--- src/rtl/gpio_in_port.sv ---
// gpio_in_port: synchronised, debounced single GPIO input with sticky
// rise/fall event flags, a wrapping rising-edge counter and an interrupt.
// The raw pin goes through two flops; a four-state FSM then requires
// DEBOUNCE consecutive samples of the opposite level before committing.
module gpio_in_port #(
  parameter int DEBOUNCE = 4
) (
  input  logic       CLK,
  input  logic       RESET_N,
  input  logic       GPIO,
  input  logic       eventClr,
  output logic       dataOut,
  output logic       riseFlag,
  output logic       fallFlag,
  output logic [7:0] riseCount,
  output logic       irq
);

  // Counter width: enough to hold DEBOUNCE-1, never narrower than one bit.
  localparam int CW = (DEBOUNCE <= 2) ? 1 : $clog2(DEBOUNCE);
  localparam logic [CW-1:0] CNT_ZERO = {CW{1'b0}};
  localparam logic [CW-1:0] CNT_ONE  = CW'(1);
  localparam logic [CW-1:0] CNT_LAST = CW'(DEBOUNCE - 1);

  typedef enum logic [1:0] {
    STABLE_LO = 2'd0,
    CHECK_HI  = 2'd1,
    STABLE_HI = 2'd2,
    CHECK_LO  = 2'd3
  } state_t;

  logic          sync1_r;
  logic          sync2_r;
  state_t        state_r;
  state_t        state_nxt_s;
  logic [CW-1:0] cnt_r;
  logic [CW-1:0] cnt_nxt_s;
  logic          commit_rise_s;
  logic          commit_fall_s;
  logic          data_r;
  logic          data_nxt_s;
  logic          rise_flag_r;
  logic          rise_flag_nxt_s;
  logic          fall_flag_r;
  logic          fall_flag_nxt_s;
  logic [7:0]    rise_cnt_r;
  logic [7:0]    rise_cnt_nxt_s;

  // Two-flop synchroniser for the asynchronous pin; only sync2_r is used.
  always_ff @(posedge CLK or negedge RESET_N) begin
    if (!RESET_N) begin
      sync1_r <= 1'b0;
      sync2_r <= 1'b0;
    end else begin
      sync1_r <= GPIO;
      sync2_r <= sync1_r;
    end
  end

  // Debounce FSM state and run-length counter registers.
  always_ff @(posedge CLK or negedge RESET_N) begin
    if (!RESET_N) begin
      state_r <= STABLE_LO;
      cnt_r   <= CNT_ZERO;
    end else begin
      state_r <= state_nxt_s;
      cnt_r   <= cnt_nxt_s;
    end
  end

  // Next-state logic: count consecutive opposite samples, abort on any
  // return to the stable level, commit on the DEBOUNCE-th sample.
  always_comb begin
    state_nxt_s   = state_r;
    cnt_nxt_s     = cnt_r;
    commit_rise_s = 1'b0;
    commit_fall_s = 1'b0;
    case (state_r)
      STABLE_LO: begin
        if (sync2_r) begin
          state_nxt_s = CHECK_HI;
          cnt_nxt_s   = CNT_ONE;
        end else begin
          state_nxt_s = STABLE_LO;
        end
      end
      CHECK_HI: begin
        if (!sync2_r) begin
          state_nxt_s = STABLE_LO;
          cnt_nxt_s   = CNT_ZERO;
        end else if (cnt_r == CNT_LAST) begin
          state_nxt_s   = STABLE_HI;
          cnt_nxt_s     = CNT_ZERO;
          commit_rise_s = 1'b1;
        end else begin
          cnt_nxt_s = cnt_r + CNT_ONE;
        end
      end
      STABLE_HI: begin
        if (!sync2_r) begin
          state_nxt_s = CHECK_LO;
          cnt_nxt_s   = CNT_ONE;
        end else begin
          state_nxt_s = STABLE_HI;
        end
      end
      CHECK_LO: begin
        if (sync2_r) begin
          state_nxt_s = STABLE_HI;
          cnt_nxt_s   = CNT_ZERO;
        end else if (cnt_r == CNT_LAST) begin
          state_nxt_s   = STABLE_LO;
          cnt_nxt_s     = CNT_ZERO;
          commit_fall_s = 1'b1;
        end else begin
          cnt_nxt_s = cnt_r + CNT_ONE;
        end
      end
      default: begin
        state_nxt_s = STABLE_LO;
        cnt_nxt_s   = CNT_ZERO;
      end
    endcase
  end

  // Event bookkeeping: a commit sets its own flag even when eventClr
  // arrives on the same edge; the counter restarts at 1 in that case.
  always_comb begin
    data_nxt_s      = data_r;
    rise_flag_nxt_s = rise_flag_r;
    fall_flag_nxt_s = fall_flag_r;
    rise_cnt_nxt_s  = rise_cnt_r;
    if (commit_rise_s) begin
      data_nxt_s      = 1'b1;
      rise_flag_nxt_s = 1'b1;
      if (eventClr) begin
        fall_flag_nxt_s = 1'b0;
        rise_cnt_nxt_s  = 8'd1;
      end else begin
        rise_cnt_nxt_s  = rise_cnt_r + 8'd1;
      end
    end else if (commit_fall_s) begin
      data_nxt_s      = 1'b0;
      fall_flag_nxt_s = 1'b1;
      if (eventClr) begin
        rise_flag_nxt_s = 1'b0;
        rise_cnt_nxt_s  = 8'd0;
      end else begin
        rise_flag_nxt_s = rise_flag_r;
      end
    end else if (eventClr) begin
      rise_flag_nxt_s = 1'b0;
      fall_flag_nxt_s = 1'b0;
      rise_cnt_nxt_s  = 8'd0;
    end else begin
      data_nxt_s = data_r;
    end
  end

  // Registered debounced level, sticky flags and rise counter.
  always_ff @(posedge CLK or negedge RESET_N) begin
    if (!RESET_N) begin
      data_r      <= 1'b0;
      rise_flag_r <= 1'b0;
      fall_flag_r <= 1'b0;
      rise_cnt_r  <= 8'd0;
    end else begin
      data_r      <= data_nxt_s;
      rise_flag_r <= rise_flag_nxt_s;
      fall_flag_r <= fall_flag_nxt_s;
      rise_cnt_r  <= rise_cnt_nxt_s;
    end
  end

  assign dataOut   = data_r;
  assign riseFlag  = rise_flag_r;
  assign fallFlag  = fall_flag_r;
  assign riseCount = rise_cnt_r;
  assign irq       = rise_flag_r | fall_flag_r;

endmodule

--- config.mk ---
export PLATFORM = sky130hd
export DESIGN_NAME = gpio_in_port
export DESIGN_NICKNAME = d
export VERILOG_FILES = /design/src/rtl/gpio_in_port.sv
export SDC_FILE = /design/constraint.sdc
export NUM_CORES = 1
export LEC_CHECK = 0
export BUFFER_PORTS_ARGS = -buffer_cell sky130_fd_sc_hd__clkbuf_2
export CAP_MARGIN = 20
export CELL_PAD_IN_SITES_DETAIL_PLACEMENT = 0
export CELL_PAD_IN_SITES_GLOBAL_PLACEMENT = 1
export CORE_MARGIN = 2
export CORE_UTILIZATION = 43
export DETAILED_ROUTE_END_ITERATION = 7
export GPL_TIMING_DRIVEN = 1
export HOLD_SLACK_MARGIN = 0.05
export PLACE_DENSITY = 0.85
export SYNTH_ARGS = -nofsm -noshare
export SYNTH_HDL_FRONTEND = slang
export SYNTH_SLANG_ARGS = --single-unit
--- constraint.sdc ---
create_clock -name CLK -period 4.3 [get_ports CLK]
set_input_delay 0.86 -clock CLK [delete_from_list [all_inputs] [get_ports CLK]]
set_output_delay 0.86 -clock CLK [all_outputs]
set_load 0.05 [all_outputs]
==> results.md, run 1 <==
* Clock Path Buffers at 2
* Die area at 2250 um^2
* Placed wire-length estimate after detailed placement at 1060 um
* Wire length of the first global-routing pass at 2520 um
* Via/cell ratio at 5.23
* Number of nets with antenna violations after detailed routing at 0
* Power share of the clock group at 20.5%
* Non-Filler Cell Area, Final at 911 um^2
* Std-Cell Core Area at 1750 um^2
* Chain of cells forming the critical path: clkbuf_2
* Sequential fraction of the synthesis area at 52.4%
* Postcts setup bufs at 0
* Pwr/cell area at 434 nW/um^2
* Setup total negative slack at 0 ps
* Part of the total power dissipated in sequential elements at 54.3%
* Total number of nets in the final design at 98
* Routed wire length per instance at 12.2 um
* Crit path time final at 1900 ps
* Effective utilization at floorplan at 46.5%
* Clock insertion delay at the later pin of the skew report at 280 ps
* Fmax at 526 MHz
* Area overhead of the layout relative to synthesis at 12.2%
* Post-synth design cell area at 812 um^2
* CTS clk-pin slew, worst paths at 90 ps
* Switching power as a share of total power at 34.5%
* Total placed instance area at 885 um^2
* Number of warning messages in the yosys log at 0
* Mean instance size in the synthesized netlist at 10.8 um^2
* Final Setup Violations at 0
* Placer congestion estimate at 0.730
* Worst endpoint data arrival time at 1040 ps
* Leftover overflow at the end of global routing at 0
* Number of global-route vias before repair at 545
* Library cell used as clock root buffer: sky130_fd_sc_hd__clkbuf_4
* Pin count of the biggest net entering global routing at 18
* Static Leakage at 0.000428 uW
* Kind of end point of the critical path: primary output
* Hold buffer count at CTS at 0
* CTS sink cnt at 17
* # port buffers at 15
* Internal power contribution at 259 uW
* Die Span X at 47.5 um
* Final Skew at 2.31 ps
* Smallest setup slack after layout at 2400 ps
* Number of endpoints with negative hold slack in the final report at 0
* Number of placement rows at 15
* Classification of the worst-slack hold path: reg -> reg
* Combinational cell fraction of total power at 25.2%
* Number of levels the H-tree was split into at 1
* Max incr delay on CP at 450 ps
* Yosys reg bits at 17
* Cells taking the most area after synthesis: sky130_fd_sc_hd__dfrtp_1 52%, sky130_fd_sc_hd__a21oi_1 4.9%, sky130_fd_sc_hd__ha_1 4.6%
* Crit-path max FO at 7
* Num CTS Buffers at 3
* First DRT Iteration DRCs at 7
* Slowest stage cell on the critical path: sky130_fd_sc_hd__dfrtp_1
* Cell type group with the largest total delay on the critical path: flip-flops
* Overall fraction of global-route tracks in use at 16.4%
* Antenna violations before repair at 0
* Net count after synthesis at 82
* Vias post-DR at 601
* Type of the worst setup path: reg -> out
* Fraction of final layout cells sized beyond drive strength 1 at 24.4%
* Die height at 47.5 um
* Measured slew at the worst slew-check pin at 412 ps
* PostCTS Resize Cnt at 0
* CP Data Required Time at 3440 ps
* Final routed DRC violation total at 0
* Outcome: finished, final reports clean
* Worst-case vdd ir drop at 0.000242 V
* Number of top-level design ports at 16
* Area leader, netlist: sky130_fd_sc_hd__dfrtp_1
* Critical Path Start Type: flop
* Max_slew headroom at 72.6%
* Synthesized instance count at 75
* Post-synthesis cell type count at 25
* Proportion of netlist area held by the largest area contributor at 52.4%
* Dpl ws at 2680 ps
* CTS tree: done
* Pre-antenna DRT Iters at 4
* Final Slew Violations at 0
* Unrepaired setup endpoints after global routing: no
* Max-Cap Viols at 0
* # diodes at 0
* Overall routed net length at 1400 um
* Fillcell total at 168
* Power spent charging and discharging nets at 136 uW
* Crit share post-route at 44.2%
* Number of buffers and inverters on the critical path at 1
kinds of logic (layout without fill, tap and decap cells):
logic type | Yosys count | in the layout | share of synthesized area [%]
compound gates | 21 | 21 | 15.3
xor+xnor | 2 | 2 | 2.16
fa+ha+maj | 3 | 3 | 4.62
buf+inv | 10 | 25 | 6.93
flops | 17 | 17 | 52.4
mux | 2 | 2 | 2.62
simple gates | 20 | 20 | 16.0
synth_stat cells:
library cell and instances:
sky130_fd_sc_hd__buf_4 1, sky130_fd_sc_hd__mux2i_1 1, sky130_fd_sc_hd__nand4b_4 1, sky130_fd_sc_hd__nand2_1 6, sky130_fd_sc_hd__a21oi_1 8, sky130_fd_sc_hd__nand4_1 1
sky130_fd_sc_hd__nand3_1 3, sky130_fd_sc_hd__mux2_2 1, sky130_fd_sc_hd__o21ai_0 5, sky130_fd_sc_hd__o32ai_1 1, sky130_fd_sc_hd__o22ai_1 1, sky130_fd_sc_hd__nor2_1 1
sky130_fd_sc_hd__or4_1 4, sky130_fd_sc_hd__buf_6 2, sky130_fd_sc_hd__inv_1 6, sky130_fd_sc_hd__o21a_1 1, sky130_fd_sc_hd__nor2b_1 1, sky130_fd_sc_hd__clkbuf_1 1
sky130_fd_sc_hd__o31ai_1 4, sky130_fd_sc_hd__a31oi_1 1, sky130_fd_sc_hd__xnor2_1 2, sky130_fd_sc_hd__ha_1 3, sky130_fd_sc_hd__nand3b_1 1, sky130_fd_sc_hd__or3_2 2
sky130_fd_sc_hd__dfrtp_1 17
worst reg2reg max path, cell delays in order, from the launching register on:
cell and delay (ps):
sky130_fd_sc_hd__dfrtp_1 400, sky130_fd_sc_hd__ha_1 270, sky130_fd_sc_hd__nand4b_4 200, sky130_fd_sc_hd__or4_1 540, sky130_fd_sc_hd__a21oi_1 160
layout by cell type (no fill, tap or decap):
master                     count
sky130_fd_sc_hd__ha_1          3
sky130_fd_sc_hd__nand2_1       6
sky130_fd_sc_hd__o32ai_1       1
sky130_fd_sc_hd__nor2b_1       1
sky130_fd_sc_hd__nand3b_1      1
sky130_fd_sc_hd__a21oi_1       8
sky130_fd_sc_hd__or4_1         4
sky130_fd_sc_hd__a31oi_1       1
sky130_fd_sc_hd__nand4_1       1
sky130_fd_sc_hd__o31ai_1       4
sky130_fd_sc_hd__mux2i_1       1
sky130_fd_sc_hd__nand3_1       3
sky130_fd_sc_hd__mux2_2        1
sky130_fd_sc_hd__clkbuf_4      3
sky130_fd_sc_hd__inv_1         6
sky130_fd_sc_hd__xnor2_1       2
sky130_fd_sc_hd__nand4b_4      1
sky130_fd_sc_hd__o22ai_1       1
sky130_fd_sc_hd__clkbuf_2     15
sky130_fd_sc_hd__o21ai_0       5
sky130_fd_sc_hd__dfrtp_1      17
sky130_fd_sc_hd__or3_2         2
sky130_fd_sc_hd__clkbuf_1      1
sky130_fd_sc_hd__nor2_1        1
sky130_fd_sc_hd__o21a_1        1
routing by layer:
| metal | track usage [%] | wire, um | up-vias |
|---|---|---|---|
| li1 | - | - | 301 |
| met5 | 0 | 0 | - |
| met2 | 24.3 | 650 | 12 |
| met3 | 2.26 | 54 | 2 |
| met4 | 6.67 | 12 | 0 |
| met1 | 24.2 | 686 | 286 |
power groups by stage:
stage | sequential, uW | combinational [uW] | clock, uW
after detailed placement | 218 | 100 | 0
after global routing | 222 | 111 | 93.1
after floorplan | 216 | 88.5 | 0
after global placement | 216 | 99.2 | 0
final | 214 | 99.7 | 81.0
after CTS | 215 | 101 | 84.9
state kept, by name (all words and copies together), names as in the netlist, named ones only:
name and count:
riseFlag 1, riseCount 8, fallFlag 1, cnt_r 2
sync1_r 1, state_r 1, dataOut 1, sync2_r 1
through the flow:
step | util (%) | total power (uW) | cells | hold WS [ps]
3_5_place_dp | 50.7 | 318 | 111 | 344
4_1_cts | 52.2 | 401 | 115 | 366
5_1_grt | 52.2 | 425 | 115 | 380
6_report | 52.2 | 395 | 115 | 361
2_1_floorplan | - | 305 | 75 | 331
3_3_place_gp | 50.7 | 316 | 111 | 341
area by class of cell:
type	instances	area (um^2)	share of cell area [%]
inverter	6	22.5	2.47
clock buffer	4	26.3	2.88
multi-input combinational	48	330	36.3
sequential	17	425	46.7
timing repair buffer	15	75.1	8.24
tap	25	31.3	3.43
final timing paths:
path	startpoint	endpoint	slack, ps	cells past startpoint
max	riseCount[3]$_DFFE_PN0P_	riseCount[3]	2400	1
min	sync1_r$_DFF_PN0_	sync2_r$_DFF_PN0_	360	0
max reg2reg	cnt_r[0]$_DFFE_PN0P_	riseCount[7]$_DFFE_PN0P_	2650	4
min reg2reg	sync1_r$_DFF_PN0_	sync2_r$_DFF_PN0_	360	0
max in group asynchronous	RESET_N	riseCount[5]$_DFFE_PN0P_	3520	1
min in group asynchronous	RESET_N	riseCount[4]$_DFFE_PN0P_	490	1
No activity file was read; power rests on OpenSTA's default activity.
==> run 2: changes to the inputs <==
Settings changed: ABC_AREA set to 1, CORE_UTILIZATION 43 to 39, PLACE_DENSITY 0.85 to 0.81.
Clock period 4.3 ns to 1.77 ns, I/O delays scaled along.
==> run 2 against run 1 <==
Effect of this change: register-to-register slack got worse by 2100 ps; non-clock buffer count rose by 1; clock-buffer cell count fell by 1; critical endpoint unchanged; sequential share of layout area fell by 3.2 points; worst hold slack got worse by 200 ps; area after synthesis rose by 2.5%; worst setup slack got worse by 2000 ps; sequential cell count did not move; clock power rose by 140%; die area rose by 12%.
==> results.md, run 2 <==
* Crit. Startpoint: riseCount[3]$_DFFE_PN0P_ (unchanged)
* Final standard cell utilization of the core at 49.4% (was 52.2%)
* Area leader, netlist: sky130_fd_sc_hd__dfrtp_1 (unchanged)
* Overall fraction of global-route tracks in use at 14.8% (was 16.4%)
* First DRT Iteration DRCs at 9 (was 7)
* Crit-path max FO at 6 (was 7)
* Die area at 2520 um^2 (was 2250 um^2)
* Overall routed net length at 1550 um (was 1400 um)
* Pwr/cell area at 1060 nW/um^2 (was 434 nW/um^2)
* Area overhead of the layout relative to synthesis at 17.6% (was 12.2%)
* Static Leakage at 0.000518 uW (was 0.000428 uW)
* Largest register FFs at 8 (unchanged)
* Pre-antenna DRT Iters at 4 (unchanged)
* Launching point of the worst reg2reg path: cnt_r[0]$_DFFE_PN0P_ (unchanged)
* Final routed DRC violation total at 0 (unchanged)
* Net count after synthesis at 101 (was 82)
* # port buffers at 15 (unchanged)
* Clock Path Buffers at 2 (unchanged)
* Max incr delay on CP at 460 ps (was 450 ps)
* Final Setup Violations at 0 (unchanged)
* Die height at 50.2 um (was 47.5 um)
* Number of buffers and inverters on the critical path at 1 (unchanged)
* Antenna violations before repair at 0 (unchanged)
* Wire length of the first global-routing pass at 2780 um (was 2520 um)
* Unrepaired setup endpoints after global routing: no (unchanged)
* Placed wire-length estimate after detailed placement at 1160 um (was 1060 um)
* Type of the worst setup path: reg -> out (unchanged)
* Placer congestion estimate at 0.771 (was 0.730)
* Slowest stage cell on the critical path: sky130_fd_sc_hd__dfrtp_1 (unchanged)
* Crit path time final at 1410 ps
* Fraction of final layout cells sized beyond drive strength 1 at 24.6% (was 24.4%)
* Total number of nets in the final design at 122 (was 98)
* Cell type group with the largest total delay on the critical path: flip-flops (unchanged)
* Critical Path Start Type: flop (unchanged)
* Std-Cell Core Area at 1980 um^2 (was 1750 um^2)
* Sequential fraction of the synthesis area at 51.1% (was 52.4%)
* Main synth FF type: sky130_fd_sc_hd__dfrtp_1 (unchanged)
* Leftover overflow at the end of global routing at 0 (unchanged)
* Fillcell total at 211 (was 168)
* Yosys reg bits at 17 (unchanged)
* Routed wire length per instance at 11.0 um (was 12.2 um)
* # diodes at 0 (unchanged)
* R2r setup slk at 520 ps (was 2650 ps)
* Top post-synthesis cells by count: 18 x sky130_fd_sc_hd__nand2_1, 17 x sky130_fd_sc_hd__dfrtp_1, 13 x sky130_fd_sc_hd__inv_1, 11 x sky130_fd_sc_hd__nor2_1, 8 x sky130_fd_sc_hd__nand3_1 (was 17 x sky130_fd_sc_hd__dfrtp_1, 8 x sky130_fd_sc_hd__a21oi_1, 6 x sky130_fd_sc_hd__inv_1, 6 x sky130_fd_sc_hd__nand2_1, 5 x sky130_fd_sc_hd__o21ai_0)
* Effective utilization at floorplan at 42.0% (was 46.5%)
* Terminus of the critical flop-to-flop path: riseCount[7]$_DFFE_PN0P_ (unchanged)
* Max_slew headroom at 71.4% (was 72.6%)
* Chain of cells forming the critical path: clkbuf_2 (unchanged)
* Post-synthesis cell type count at 22 (was 25)
* Worst min-delay path startpoint: GPIO (was sync1_r$_DFF_PN0_)
* Outcome: finished, final reports clean (unchanged)
* Num CTS Buffers at 3 (unchanged)
* Kind of end point of the critical path: primary output (unchanged)
* Number of global-route vias before repair at 609 (was 545)
* Number of placement rows at 16 (was 15)
* Fraction of registers with async set or reset after synthesis at 100% (unchanged)
* Setup total negative slack at 0 ps (unchanged)
* Via/cell ratio at 4.59 (was 5.23)
* Classification of the worst-slack hold path: in -> reg (was reg -> reg)
* Leading cell type by number of instances after synthesis: sky130_fd_sc_hd__nand2_1 (was sky130_fd_sc_hd__dfrtp_1)
* CTS sink cnt at 17 (unchanged)
* Measured slew at the worst slew-check pin at 429 ps (was 412 ps)
* Fmax at 707 MHz
* Worst-case vdd ir drop at 0.000612 V (was 0.000242 V)
* Hold depth at 1 (was 0)
* Depth of the most critical reg-to-reg path at 5 (was 4)
* Most used cells in the layout excluding fill and tap cells: 18 x sky130_fd_sc_hd__nand2_1, 17 x sky130_fd_sc_hd__dfrtp_1, 15 x sky130_fd_sc_hd__clkbuf_2 (was 17 x sky130_fd_sc_hd__dfrtp_1, 15 x sky130_fd_sc_hd__clkbuf_2, 8 x sky130_fd_sc_hd__a21oi_1)
* Area fraction in and, or, nand and nor cells after synthesis at 27.4% (was 16.0%)
* Number of top-level design ports at 16 (unchanged)
* Die Span X at 50.2 um (was 47.5 um)
* Most frequent standard cell in the layout excluding fill and tap cells: sky130_fd_sc_hd__nand2_1 (was sky130_fd_sc_hd__dfrtp_1)
* Number of levels the H-tree was split into at 1 (unchanged)
* CP Data Required Time at 1420 ps (was 3440 ps)
* Number of endpoints with negative hold slack in the final report at 0 (unchanged)
* Vias post-DR at 647 (was 601)
* Worst endpoint data arrival time at 1060 ps (was 1040 ps)
* Hold Path Sink: sync1_r$_DFF_PN0_ (was sync2_r$_DFF_PN0_)
* Crit share post-route at 79.9%
* Synthesized-area fraction occupied by ao, oa, aoi and oai cells at 9.62% (was 15.3%)
* Final Skew at 5.39 ps (was 2.31 ps)
* Number of nets with antenna violations after detailed routing at 0 (unchanged)
* Pin count of the biggest net entering global routing at 18 (unchanged)
* Post-synth design cell area at 832 um^2 (was 812 um^2)
* Clock insertion delay at the later pin of the skew report at 290 ps (was 280 ps)
* Main combinational cell family by area after synthesis: simple AND/OR/NAND/NOR gates (unchanged)
* Number of warning messages in the yosys log at 0 (unchanged)
* XOR/XNOR share of the synthesized area at 1.05% (was 2.16%)
* Proportion of synthesized area in mux cells at 0% (was 2.62%)
* CTS clk-pin slew, worst paths at 90 ps (about the same)
* CTS tree: done (unchanged)
* Cells taking the most area after synthesis: sky130_fd_sc_hd__dfrtp_1 51%, sky130_fd_sc_hd__nand2_1 8.1%, sky130_fd_sc_hd__inv_1 5.9% (was sky130_fd_sc_hd__dfrtp_1 52%, sky130_fd_sc_hd__a21oi_1 4.9%, sky130_fd_sc_hd__ha_1 4.6%)
* Final Slew Violations at 0 (unchanged)
* Max-Cap Viols at 0 (unchanged)
* Adder-cell share of the synthesized area at 4.51% (was 4.62%)
* Proportion of netlist area held by the largest area contributor at 51.1% (was 52.4%)
* Number of flops mapped to enable cells by yosys at 0 (unchanged)
* Library cell used as clock root buffer: sky130_fd_sc_hd__clkbuf_4 (unchanged)
* Synthesized instance count at 94 (was 75)
* Mean instance size in the synthesized netlist at 8.85 um^2 (was 10.8 um^2)
-- run 2: layout make-up --
type                       count  area [um^2]  share of cell area (%)
sequential                    17          425                    43.5
tap                           27         33.8                    3.45
clock inverter                 1         5.00                   0.512
multi-input combinational     63          354                    36.2
timing repair buffer          16         85.1                    8.70
clock buffer                   3         22.5                    2.30
inverter                      14         52.6                    5.37
-- run 2: worst max-delay path by stage --
| stage | slack, ps | to | cells past startpoint |
|---|---|---|---|
| after global routing | 300 | riseCount[3] | 1 |
| after detailed placement | 540 | riseCount[7]$_DFFE_PN0P_ | 5 |
| final | 360 | riseCount[3] | 1 |
| after CTS | 330 | riseCount[3] | 1 |
| after floorplan | 290 | riseCount[6]$_DFFE_PN0P_ | 7 |
| after global placement | 550 | riseCount[0]$_DFFE_PN0P_ | 5 |
-- run 2: timing repair --
action | 4_1_cts | 5_1_grt
setup buffers | 0 | 0
endpoints found under the hold margin | 17 | 0
hold buffers | 1 | 0
resized for setup | 0 | 0
-- run 2: per-stage QoR --
step	power (uW)	hold WS, ps	area (um^2)	setup slack, ps	instances
final	1030	165	978	355	141
after global routing	1130	139	978	297	141
after CTS	1050	149	978	328	141
after detailed placement	847	318	941	544	136
after global placement	834	316	941	551	136
after floorplan	765	58.4	832	291	94
-- run 2: cells by family (layout without fill, tap and decap cells) --
kind of cell	after synthesis	in the layout
AO/OA/AOI/OAI	14	14
XOR/XNOR	1	1
adder cells (fa/ha/maj)	3	3
buffers and inverters	14	34
flip-flops	17	17
AND/OR/NAND/NOR	45	45
-- run 2: power by group --
part           internal [uW]  switching (uW)  total, uW
Clock                   84.0             114        198
Combinational           92.4             223        315
Sequential               454            66.4        521
Total                    631             403       1030
-- run 2: metal layers --
layer | track usage, % | vias up | share of wire (%)
li1 | - | 341 | -
met1 | 21.1 | 290 | 51
met2 | 20.8 | 14 | 43
met3 | 5.36 | 2 | 5.0
met4 | 4.17 | 0 | 0.84
met5 | 0 | - | 0
